===== config.mk =====
export PLATFORM = sky130hd
export DESIGN_NAME = fixed_mult
export DESIGN_NICKNAME = d
export VERILOG_FILES = /design/src/rtl/fixed_pkg.sv /design/src/rtl/fixed_sat.sv /design/src/rtl/fixed_mult.sv
export SDC_FILE = /design/constraint.sdc
export NUM_CORES = 1
export LEC_CHECK = 0
export ABC_AREA = 1
export CAP_MARGIN = 0
export CORE_ASPECT_RATIO = 0.75
export CORE_MARGIN = 5
export CORE_UTILIZATION = 30
export DETAILED_ROUTE_END_ITERATION = 10
export GPL_TIMING_DRIVEN = 1
export MAX_ROUTING_LAYER = met4
export PLACE_DENSITY = 0.48
export SLEW_MARGIN = 20
export SYNTH_ARGS = -nofsm -noshare
export SYNTH_HDL_FRONTEND = slang
export SYNTH_HIERARCHICAL = 1
export SYNTH_SLANG_ARGS = --single-unit

===== constraint.sdc =====
create_clock -name clk -period 5.6 [get_ports clk]
set_input_delay 0.84 -clock clk [delete_from_list [all_inputs] [get_ports clk]]
set_output_delay 0.84 -clock clk [all_outputs]
set_load 0.005 [all_outputs]

===== src/rtl/fixed_pkg.sv =====
`default_nettype none
// +----------------------------------------------------------------------+
// | Module   : fixed_pkg                                                 |
// | Purpose  : Shared word format for the sign-magnitude fixed-point     |
// |            multiplier: field widths, word typedef, named constants.  |
// | Revision : 1.0  initial release                                      |
// +----------------------------------------------------------------------+
package fixed_pkg;

  localparam int INT_BITS  = 8;
  localparam int FRAC_BITS = 8;
  localparam int W         = 1 + INT_BITS + FRAC_BITS;

  // Sign-magnitude word: value = (-1)^sign * {int_part, frac} / 2^FRAC_BITS
  typedef struct packed {
    logic                 sign;
    logic [INT_BITS-1:0]  int_part;
    logic [FRAC_BITS-1:0] frac;
  } fixed_t;

  localparam logic [W-2:0] FIXED_MAX_MAG = '1;
  localparam fixed_t       FIXED_ZERO    = '0;

endpackage
`default_nettype wire


===== src/rtl/fixed_sat.sv =====
`default_nettype none
// +----------------------------------------------------------------------+
// | Module   : fixed_sat                                                 |
// | Purpose  : Combinational reduction of the full magnitude product to  |
// |            one word: select the mid bits, saturate on integer        |
// |            overflow, flag discarded fraction bits, suppress -0.      |
// |            FIXED_MULT_ROUND_EN selects round-half-up instead of      |
// |            truncation.                                               |
// | Revision : 1.0  initial release                                      |
// +----------------------------------------------------------------------+
module fixed_sat #(
  parameter int INT_BITS  = fixed_pkg::INT_BITS,
  parameter int FRAC_BITS = fixed_pkg::FRAC_BITS
) (
  input  logic                             sign_in,
  input  logic [2*(INT_BITS+FRAC_BITS)-1:0] prod,
  output logic [INT_BITS+FRAC_BITS:0]      word_out,
  output logic                             clip_int,
  output logic                             clip_frac
);

  localparam int MAG_W  = INT_BITS + FRAC_BITS;
  localparam int PROD_W = 2 * MAG_W;

  logic [MAG_W-1:0] mag_trunc;
  logic             ovf_hi;
  logic [MAG_W-1:0] mag_final;
`ifdef FIXED_MULT_ROUND_EN
  logic [MAG_W:0]   mag_round;
`endif

  // Select result magnitude, detect overflow / precision loss, apply sign
  always_comb begin
    mag_trunc = prod[FRAC_BITS +: MAG_W];
    ovf_hi    = |prod[PROD_W-1 : FRAC_BITS+MAG_W];
    clip_frac = |prod[FRAC_BITS-1:0];
`ifdef FIXED_MULT_ROUND_EN
    // Half-up: add the first discarded bit; a carry out also saturates
    mag_round = {1'b0, mag_trunc} + {{MAG_W{1'b0}}, prod[FRAC_BITS-1]};
    clip_int  = ovf_hi | mag_round[MAG_W];
    mag_final = clip_int ? {MAG_W{1'b1}} : mag_round[MAG_W-1:0];
`else
    clip_int  = ovf_hi;
    mag_final = ovf_hi ? {MAG_W{1'b1}} : mag_trunc;
`endif
    // A zero magnitude is always reported with a positive sign
    word_out  = {sign_in & (|mag_final), mag_final};
  end

endmodule
`default_nettype wire


===== src/rtl/fixed_mult.sv =====
`default_nettype none
// +----------------------------------------------------------------------+
// | Module   : fixed_mult                                                |
// | Purpose  : Two-stage pipelined sign-magnitude fixed-point multiplier |
// |            with saturation and clip flags. Latency 2, one op/cycle.  |
// |            Optional build macro: FIXED_MULT_ROUND_EN (round half-up).|
// | Revision : 1.0  initial release                                      |
// +----------------------------------------------------------------------+
module fixed_mult #(
  parameter int INT_BITS  = fixed_pkg::INT_BITS,
  parameter int FRAC_BITS = fixed_pkg::FRAC_BITS
) (
  input  logic                        clk,
  input  logic                        rst,
  input  logic                        in_valid,
  input  logic [INT_BITS+FRAC_BITS:0] a,
  input  logic [INT_BITS+FRAC_BITS:0] b,
  output logic                        out_valid,
  output logic [INT_BITS+FRAC_BITS:0] ab,
  output logic                        clip_int,
  output logic                        clip_frac
);

  import fixed_pkg::*;

  localparam int MAG_W  = INT_BITS + FRAC_BITS;
  localparam int WORD_W = MAG_W + 1;
  localparam int PROD_W = 2 * MAG_W;

  // Stage 1 registers
  logic [WORD_W-1:0] a_q, a_d;
  logic [WORD_W-1:0] b_q, b_d;
  logic              in_valid_q, in_valid_d;

  // Stage 2 registers
  logic [WORD_W-1:0] ab_q, ab_d;
  logic              clip_int_q, clip_int_d;
  logic              clip_frac_q, clip_frac_d;
  logic              out_valid_q, out_valid_d;

  // Multiply path between the stages
  logic [PROD_W-1:0] prod;
  logic              prod_sign;
  logic [WORD_W-1:0] sat_word;
  logic              sat_clip_int;
  logic              sat_clip_frac;

  // Stage 1 next state: capture operands every cycle
  always_comb begin
    a_d        = a;
    b_d        = b;
    in_valid_d = in_valid;
  end

  // Stage 1 flops
  always_ff @(posedge clk or posedge rst) begin
    if (rst) begin
      a_q        <= '0;
      b_q        <= '0;
      in_valid_q <= 1'b0;
    end else begin
      a_q        <= a_d;
      b_q        <= b_d;
      in_valid_q <= in_valid_d;
    end
  end

  // Unsigned magnitude product and XOR sign; a -0 operand gives a zero product
  always_comb begin
    prod      = {{MAG_W{1'b0}}, a_q[MAG_W-1:0]} * {{MAG_W{1'b0}}, b_q[MAG_W-1:0]};
    prod_sign = a_q[WORD_W-1] ^ b_q[WORD_W-1];
  end

  fixed_sat #(
    .INT_BITS  (INT_BITS),
    .FRAC_BITS (FRAC_BITS)
  ) u_sat (
    .sign_in   (prod_sign),
    .prod      (prod),
    .word_out  (sat_word),
    .clip_int  (sat_clip_int),
    .clip_frac (sat_clip_frac)
  );

  // Stage 2 next state: load on a valid op, otherwise hold the last result
  always_comb begin
    out_valid_d = in_valid_q;
    ab_d        = ab_q;
    clip_int_d  = clip_int_q;
    clip_frac_d = clip_frac_q;
    if (in_valid_q) begin
      ab_d        = sat_word;
      clip_int_d  = sat_clip_int;
      clip_frac_d = sat_clip_frac;
    end
  end

  // Stage 2 flops
  always_ff @(posedge clk or posedge rst) begin
    if (rst) begin
      out_valid_q <= 1'b0;
      ab_q        <= '0;
      clip_int_q  <= 1'b0;
      clip_frac_q <= 1'b0;
    end else begin
      out_valid_q <= out_valid_d;
      ab_q        <= ab_d;
      clip_int_q  <= clip_int_d;
      clip_frac_q <= clip_frac_d;
    end
  end

  assign out_valid = out_valid_q;
  assign ab        = ab_q;
  assign clip_int  = clip_int_q;
  assign clip_frac = clip_frac_q;

endmodule
`default_nettype wire


Yosys cells after proc, flatten, opt, wreduce, memory -nomap -nowiden
Index checks and enable logic that the tools add are counted. Widths: inputs -> output; s select.

Register bits: 55. Output and inout port bits: 20. Word-level logic and storage cells: 14.

Multipliers: 1. Multiplexer cells: 1. Bitwise gates (word level): 2. Reductions and logical operators: 3.

Operators with widths (number): $mul 16x16->32 (1); $mux 16 (1); $reduce_or 16->1 (1); $reduce_or 8->1 (2); $and 1x1->1 (1); $xor 1x1->1 (1).

Logic depth before layout (Yosys ltp)
Gate-level depths: netlist (run 1).

Word-level depth: 5. Gate-level depth with buffers: 32.

By module
Netlist (run 1), hierarchy kept.

Modules (own cells, without submodules): fixed_mult (instances 1, cells an instance 1452, area each 11101.9 µm², seq. area each 1376.3 µm²); fixed_sat (instances 1, cells an instance 48, area each 226.5 µm², seq. area each 0.0 µm²).

Worst setup path after synthesis (run 1)
Ideal clock, no wire load.

Kind: reg-to-reg. From: register b_q[7]. To: register ab_q[10] (netlist: ab[10]). Library setup time: 0.125 ns. Arrival: 5.949 ns. Data required time: 5.475 ns. Slack: -0.474 ns. Cell stages (with the launch flop): 30. Buffers on the path: 3. Period minus slack after synthesis: 6.074 ns. Path through: dfrtp_1 -> clkbuf_1 -> clkbuf_1 -> nand2_1 -> fa_1 -> inv_1 -> fa_1 -> inv_1 -> fa_1 -> inv_1 -> fa_1 -> fa_1 -> inv_1 -> fa_1 -> inv_1 -> ha_1 -> nand2_2 -> nor2_2 -> nand3_1 -> nand3_2 -> nand2_2 -> nand3_1 -> nand2_1 -> nor2_1 -> nand2_1 -> nor2_2 -> inv_2 -> buf_6 -> or2_1 -> mux2_2.

Longest elaborated chain between the ends: 3.

RTL lines: start, declared (RTL line fixed_mult.sv:32) `logic [WORD_W-1:0] b_q, b_d;`; start signal, assigned (RTL line fixed_mult.sv:59) `b_q <= '0;`; start signal, assigned (RTL line fixed_mult.sv:63) `b_q <= b_d;`; $mul 16x16->32 (RTL line fixed_mult.sv:70) `prod = {{MAG_W{1'b0}}, a_q[MAG_W-1:0]} * {{MAG_W{1'b0}}, b_q[MAG_W-1:0]};`; named net prod[31] (RTL line fixed_mult.sv:42) `logic [PROD_W-1:0] prod;`; $reduce_or 8->1 (RTL line fixed_sat.sv:35) `ovf_hi = |prod[PROD_W-1 : FRAC_BITS+MAG_W];`; named net sat_clip_int (RTL line fixed_mult.sv:45) `logic sat_clip_int;`; $mux 16 (RTL line fixed_sat.sv:44) `mag_final = ovf_hi ? {MAG_W{1'b1}} : mag_trunc;`; named net sat_word[10] (RTL line fixed_mult.sv:44) `logic [WORD_W-1:0] sat_word;`; end signal, assigned (RTL line fixed_mult.sv:102) `ab_q <= '0;`; end signal, assigned (RTL line fixed_mult.sv:107) `ab_q <= ab_d;`; end, declared (RTL line fixed_mult.sv:36) `logic [WORD_W-1:0] ab_q, ab_d;`.

The timed path passes the listed nets, and every way through them passes these cells. A chain may end at the register's enable or synchronous reset.

Worst setup path in the final report (run 1)
From: register b_q[9]. To: register ab_q[15] (netlist: ab[15]).

The elaborated chain is that of the path after synthesis.

==> results by group, run 1 <==
Outcome
  • Run status: finished with violations
  • Failing checks: setup timing

Timing
  • Final worst slack: -0.4694 ns
  • Slew HR: 0.4335
  • Hold Vio Cnt, Final: 0
  • RSZ-0062 raised after global routing: yes
  • Final Critical Period: approximately 6.1 ns
  • Final max-slew violation count: 0
  • Worst slew pin tran: 0.8497 ns
  • Setup TNS: -6.806 ns
  • Final worst clock skew: 0.01589 ns
  • Period utilization: 1.084
  • # setup viols final: 18
  • Fmax: 164.8 MHz

Clocking
  • Clock Path Buffers: 2
  • CTS sink cnt: 55
  • Clock-pin slew on the worst setup and hold paths: 0.09 ns
  • CTS Buf Count: 5
  • Clock Tree Root: clkbuf_16
  • Worst-Skew Late Latency: 0.33 ns
  • CTS H-Tree Depth: 2
  • CTS tree: built

Cells and area
  • Post-layout util: 0.3911
  • Most frequent cells in the layout: inv_1 (419), nand2_1 (408), fa_1 (185)
  • Most common cell after layout, fill and taps aside: inv_1
  • Fraction of layout cells with a size suffix above 1: 0.2234
  • Nets: 2,004
  • Multi-input gate area: 8583 sq um
  • Ant diodes: 0
  • Seq. cell area: 1396 sq um
  • Fill count: 3,908
  • P&R area growth vs syn: 28.31%

Detailed routing
  • Final wirelength: 30,800 um
  • Drt drc: 0
  • Initial DRC Count: approximately 410
  • Final antenna-violating net count: 0
  • Vias: 9,120
  • Routed vias/inst: roughly 4.2
  • TritonRoute pass-1 iters: 5
  • Routed WL per cell: 14.17 um

GRT
  • Antenna violations before repair: 0
  • Largest net degree at the start of global routing: 56
  • First-pass GRT wire length: between 50,000 and 60,000 um
  • GRT overflow: 0
  • Vias in the first global route: ~9,800
  • Overall Global Routing Usage: 0.1623

Setup path
  • Worst-path maximum fanout: 14
  • Reg2Reg Setup Slack: -0.47 ns
  • RR Startpoint: b_q[9]$_DFF_PP0_
  • FF-to-FF path depth: 27
  • CP arrival: 6.29 ns
  • Critical Path End Type: register
  • RR Endpoint: ab[15]$_DFFE_PP0P_
  • WP data required: 5.82 ns
  • CP Launch Type: register
  • Crit Path Category: register to register

Logic synthesis
  • Syn Nets: ~1,800
  • Ys flop type: dfrtp_1
  • Synth Register Bits: 55
  • Top area cells in the synthesized netlist: fa_1 (34%), nand2_1 (15%), inv_1 (15%)
  • Ys async rst share: 1.000
  • Post-synthesis sequential area ratio: 0.1215
  • Synth top area share: 0.3428
  • Area leader, netlist: fa_1
  • Number of synthesized flops with an enable pin: 0
  • Mapped Area: 11,330 sq um
  • Syn. warnings: 6
  • Avg Inst Size Synth: about 7.6 sq um
  • Distinct cell type count after synthesis: 24
  • Cells after synthesis: 1,500

Min path
  • Hold depth: 1
  • Hold Path Class: register to register
  • Hold EP: ab[12]$_DFFE_PP0P_
  • HP Start: ab[12]$_DFFE_PP0P_

Placement
  • IO Port Bufs: 56
  • Post-DP HPWL: 26,750 um
  • Final RePlAce weighted congestion: 0.8608

Die
  • Rows: 61
  • Die area: 41,790 sq um
  • Die width: 234.4 um
  • Die Y: 178.3 um
  • I/O pin cnt: between 50 and 60
  • Core box area: approximately 37,000 sq um
  • Initial core utilization: 0.3048

Job
  • Max cap viols: 0
-- cells in the mapped netlist (9+ instances only) --
| cell type | count |
|---|---|
| nor2_2 | 9 |
| nor2_1 | 44 |
| nand2_1 | 456 |
| ha_1 | 104 |
| a21oi_1 | 17 |
| inv_1 | 442 |
| or2_1 | 9 |
| nand3_1 | 30 |
| clkbuf_1 | 64 |
| xor2_1 | 17 |
| dfrtp_1 | 55 |
| nand2_2 | 17 |
| fa_1 | 194 |
| mux2_2 | 19 |
-- worst max-delay path, stage by stage (launching register included) --
cell	delay, ns
dfrtp_1	0.41
buf_12	0.16
buf_12	0.13
nand2_1	0.07
fa_1	0.43
fa_1	0.51
inv_1	0.05
fa_1	0.57
fa_1	0.45
fa_1	0.52
inv_1	0.05
fa_1	0.48
inv_1	0.07
ha_4	0.30
nand2_2	0.07
buf_4	0.14
nor2_4	0.13
nand2_2	0.07
nor2_1	0.10
nand2_1	0.09
nand4_1	0.10
nand2_1	0.06
nor2_1	0.10
nand2_1	0.09
nor2_4	0.20
inv_6	0.08
or2_2	0.27
mux2_2	0.26
-- registers in the layout (all words and copies together), names as in the netlist --
signal      flops
a_q            17
out_valid       1
b_q            17
ab             17
clip_int        1
in_valid_q      1
clip_frac       1
-- metrics by stage --
step / setup WS [ns] / cells / hold slack, ns / area, sq um
2_1_floorplan: -0.1250 / 1500 / 0.3487 / 11740
3_5_place_dp: -0.8037 / 2142 / 0.4939 / 13720
6_report: -0.4694 / 2174 / 0.5077 / 14540
5_1_grt: -0.7517 / 2174 / 0.5364 / 14540
4_1_cts: -0.4496 / 2171 / 0.5148 / 14360
3_3_place_gp: -0.8154 / 2142 / 0.4938 / 13720
-- layout make-up --
class	instances	share of cell area
flip-flops and latches	55	0.09607
well taps	504	0.04338
clock inverters	3	0.003271
repair buffers	229	0.1434
clock buffers	5	0.008608
multi-input cells	935	0.5905
inverters	443	0.1147
-- routing by layer --
metal / vias up / track usage / share of wire
met5: - / - / 0
met4: 0 / 0.02067 / 0.0064
li1: 4535 / - / -
met2: 140 / 0.2447 / 0.43
met3: 10 / 0.02069 / 0.042
met1: 4435 / 0.2414 / 0.52
-- how the worst max path moves through the flow --
| stage | start | end | slack [ns] | cells past startpoint |
|---|---|---|---|---|
| after floorplan | b_q[4]$_DFF_PP0_ | ab[10]$_DFFE_PP0P_ | -0.13 | 32 |
| after global placement | a_q[9]$_DFF_PP0_ | ab[1]$_DFFE_PP0P_ | -0.82 | 30 |
| after detailed placement | a_q[9]$_DFF_PP0_ | ab[1]$_DFFE_PP0P_ | -0.80 | 30 |
| after CTS | a_q[9]$_DFF_PP0_ | ab[0]$_DFFE_PP0P_ | -0.45 | 31 |
| after global routing | a_q[7]$_DFF_PP0_ | ab[15]$_DFFE_PP0P_ | -0.75 | 28 |
| final | b_q[9]$_DFF_PP0_ | ab[15]$_DFFE_PP0P_ | -0.47 | 27 |
-- cell families after synthesis --
logic type	synth area share
flops	0.1215
simple gates	0.2085
compound gates	0.008836
buf+inv	0.1699
xor+xnor	0.01469
mux	0.01889
fa+ha+maj	0.4577
-- timing repair --
action,CTS,global route
hold buffers,0,0
endpoints found under the hold margin,0,0
setup endpoints to repair,18,18
resized for setup,85,55
setup buffers,21,3
pin swaps,10,12
Power of run 1 is left out: the tool's default activity adds up to more than one toggle a clock period on the data nets, which glitch-free logic cannot reach.
==> inputs of run 2 (changes only) <==
--- a/config.mk
+++ b/config.mk
@@ -8,7 +8,7 @@
 export ABC_AREA = 1
 export CAP_MARGIN = 0
 export CORE_ASPECT_RATIO = 0.75
-export CORE_MARGIN = 5
+export CORE_MARGIN = 3
 export CORE_UTILIZATION = 30
 export DETAILED_ROUTE_END_ITERATION = 10
 export GPL_TIMING_DRIVEN = 1
==> run 2 against run 1 <==
Non-clock buffer count decreased by 13. The flow still finishes with violations (setup timing). Global-route usage up 0.45 points. Fmax fell by 2.6%. Clock skew rose by 0.0081 ns. First-iteration DRC count fell by 11%. Flip-flop and latch count unchanged. Register-to-register slack lost 0.16 ns. Via count shrank 0.55%.
==> results by group, run 2 (synthesis results as in run 1) <==
Detailed routing
  • Vias: 9,070 (-0.55%)
  • TritonRoute pass-1 iters: 5 (unchanged)
  • Final antenna-violating net count: 0 (unchanged)
  • Final wirelength: 30,530 um (-0.89%)
  • Drt drc: 0 (unchanged)
  • Initial DRC Count: 359 (-11%)
  • Routed vias/inst: 4.213 (+0.42%)
  • Routed WL per cell: 14.18 um (about the same)

GRT
  • Antenna violations before repair: 0 (unchanged)
  • Largest net degree at the start of global routing: 56 (unchanged)
  • Overall Global Routing Usage: 0.1668 (+0.004511)
  • M2 GR Usage: 0.2498 (+0.005062)
  • GRT overflow: 0 (unchanged)
  • Met1 usage: 0.2404 (-0.0009932)
  • Most used routing layer: met2
  • GRT met3 Usage: 0.03096 (+0.01028)
  • First-pass GRT wire length: 51,450 um (-0.44%)
  • Vias in the first global route: 9,757 (-0.52%)

Job
  • Max cap viols: 0 (unchanged)

Timing
  • Fmax: 160.4 MHz (-2.6%)
  • Final worst clock skew: 0.02397 ns (+0.008079 ns)
  • # setup viols final: 18 (unchanged)
  • Hold Vio Cnt, Final: 0 (unchanged)
  • Worst slew pin tran: 0.8589 ns (+0.009178 ns)
  • Slew HR: 0.4274 (-0.006119)
  • Final worst slack: -0.6342 ns (-0.1648 ns)
  • Period utilization: 1.113 (+0.02943)
  • Final Critical Period: 6.234 ns (+0.1648 ns)
  • RSZ-0062 raised after global routing: yes
  • Final max-slew violation count: 0 (unchanged)

Placement
  • IO Port Bufs: 56 (unchanged)
  • Dpl cells: 2,128 (-0.65%)
  • Dpl cell area: 13,690 sq um (-0.22%)
  • Final RePlAce weighted congestion: 0.8923 (+3.7%)
  • Post-DP HPWL: 26,860 um (+0.41%)

Cells and area
  • Fraction of layout cells with a size suffix above 1: 0.1841 (-0.03929)
  • Ant diodes: 0 (unchanged)
  • P&R area growth vs syn: 25.72%
  • Most common cell after layout, fill and taps aside: inv_1
  • Most frequent cells in the layout: inv_1 (434), nand2_1 (433), fa_1 (188)
  • Multi-input gate area: 8422 sq um (-1.9%)
  • Layout Cells excl Fill: 2,153 (-0.97%)
  • Seq. cell area: 1393 sq um (-0.27%)
  • Nets: 1,991 (-0.65%)
  • Fin area: 14,240 sq um (-2.0%)
  • Fill count: 3,824 (-2.1%)

Die
  • I/O pin cnt: 57 (unchanged)
  • Die Y: 174.3 um (-2.2%)
  • Initial core utilization: 0.3099 (+0.005080)
  • Core box area: 36,560 sq um (-1.6%)
  • Rows: 60 (-1.6%)
  • Die width: 230.4 um (-1.7%)
  • Die area: 40,150 sq um (-3.9%)

Setup path
  • Reg2Reg Setup Slack: -0.63 ns (-0.16 ns)
  • WP data required: 5.80 ns (-0.02 ns)
  • CP Launch Type: register
  • Crit Path Category: register to register
  • Critical Path End Type: register
  • CP arrival: 6.43 ns (+0.14 ns)
  • Worst-path maximum fanout: 14 (unchanged)

Outcome
  • Failing checks: setup timing
  • Run status: finished with violations

Clocking
  • Clock Path Buffers: 2 (unchanged)
  • Clock Tree Root: clkbuf_16
  • Worst-Skew Late Latency: 0.33 ns (about the same)
  • CTS tree: built
  • Cts hold-fix bufs: 0 (unchanged)
  • CTS H-Tree Depth: 2 (unchanged)
  • Clock-pin slew on the worst setup and hold paths: 0.09 ns (about the same)
  • CTS sink cnt: 55 (unchanged)
  • CTS Buf Count: 5 (unchanged)

Min path
  • Hold Path Class: register to register
[run 2: changes by cell type in the layout (fill, tap and decap cells not counted), moves of 4 or more]
cell / previous run / this run
ha_1: 90 / 95
nand2_2: 52 / 31
buf_6: 10 / 5
buf_4: 148 / 139
nand2_4: 13 / 9
nand2_1: 408 / 433
inv_1: 419 / 434
nor2_4: 15 / 11
inv_2: 23 / 8
[run 2: area by class of cell]
class | instances | share of cell area
clock inverter | 3 | 0.002372
clock buffer | 5 | 0.008785
multi-input combinational | 935 | 0.5913
tap | 496 | 0.04357
sequential | 55 | 0.09778
inverter | 443 | 0.1171
timing repair buffer | 216 | 0.1391
[run 2: worst paths after layout]
| kind | end | cells past startpoint | start |
|---|---|---|---|
| hold reg to reg | ab[8]$_DFFE_PP0P_ | 1 | ab[8]$_DFFE_PP0P_ |
| setup reg to reg | ab[0]$_DFFE_PP0P_ | 27 | b_q[7]$_DFF_PP0_ |
| min in group asynchronous | in_valid_q$_DFF_PP0_ | 3 | rst |
| hold / removal | ab[8]$_DFFE_PP0P_ | 1 | ab[8]$_DFFE_PP0P_ |
| max in group asynchronous | b_q[10]$_DFF_PP0_ | 3 | rst |
| setup / recovery | ab[0]$_DFFE_PP0P_ | 27 | b_q[7]$_DFF_PP0_ |
[run 2: routing by layer]
metal	vias to the layer above	routed length, um
met1	4410	15650
met5	-	0
met4	0	304
met3	16	1602
li1	4513	-
met2	131	12970
[run 2: timing repair]
| action | 4_1_cts | 5_1_grt |
|---|---|---|
| pin swaps | 13 | 4 |
| setup buffers | 15 | 2 |
| gates resized for setup | 47 | 26 |
| endpoints found under the setup margin | 18 | 18 |
[run 2: stage by stage]
step,utilization,setup TNS (ns),hold slack [ns],setup WS (ns)
floorplan,-,-1.362,0.3487,-0.1250
global placement,0.3745,-15.30,0.4944,-0.9458
detailed placement,0.3745,-15.62,0.4947,-0.9637
CTS,0.3872,-9.262,0.5211,-0.5989
global route,0.3896,-15.21,0.5378,-0.9277
finish,0.3896,-9.987,0.5164,-0.6342
[run 2: worst max-delay path, stage by stage, from the launching register on]
cell and delay (ns):
dfrtp_2 0.48, nand2_2 0.09, fa_1 0.58, inv_2 0.05
fa_1 0.51, inv_2 0.04, fa_1 0.56, inv_2 0.05
fa_1 0.52, fa_1 0.50, inv_1 0.05, fa_1 0.50
inv_2 0.05, ha_4 0.30, nand2_4 0.06, buf_6 0.12
nor2_4 0.14, nand3_2 0.12, nand3_4 0.11, nand2_2 0.08
nand3_2 0.07, nand2_1 0.06, nor2_2 0.13, nand2_2 0.10
nor2_4 0.21, inv_6 0.08, or2_2 0.27, mux2_4 0.25
Power of run 2 is left out for the same reason.
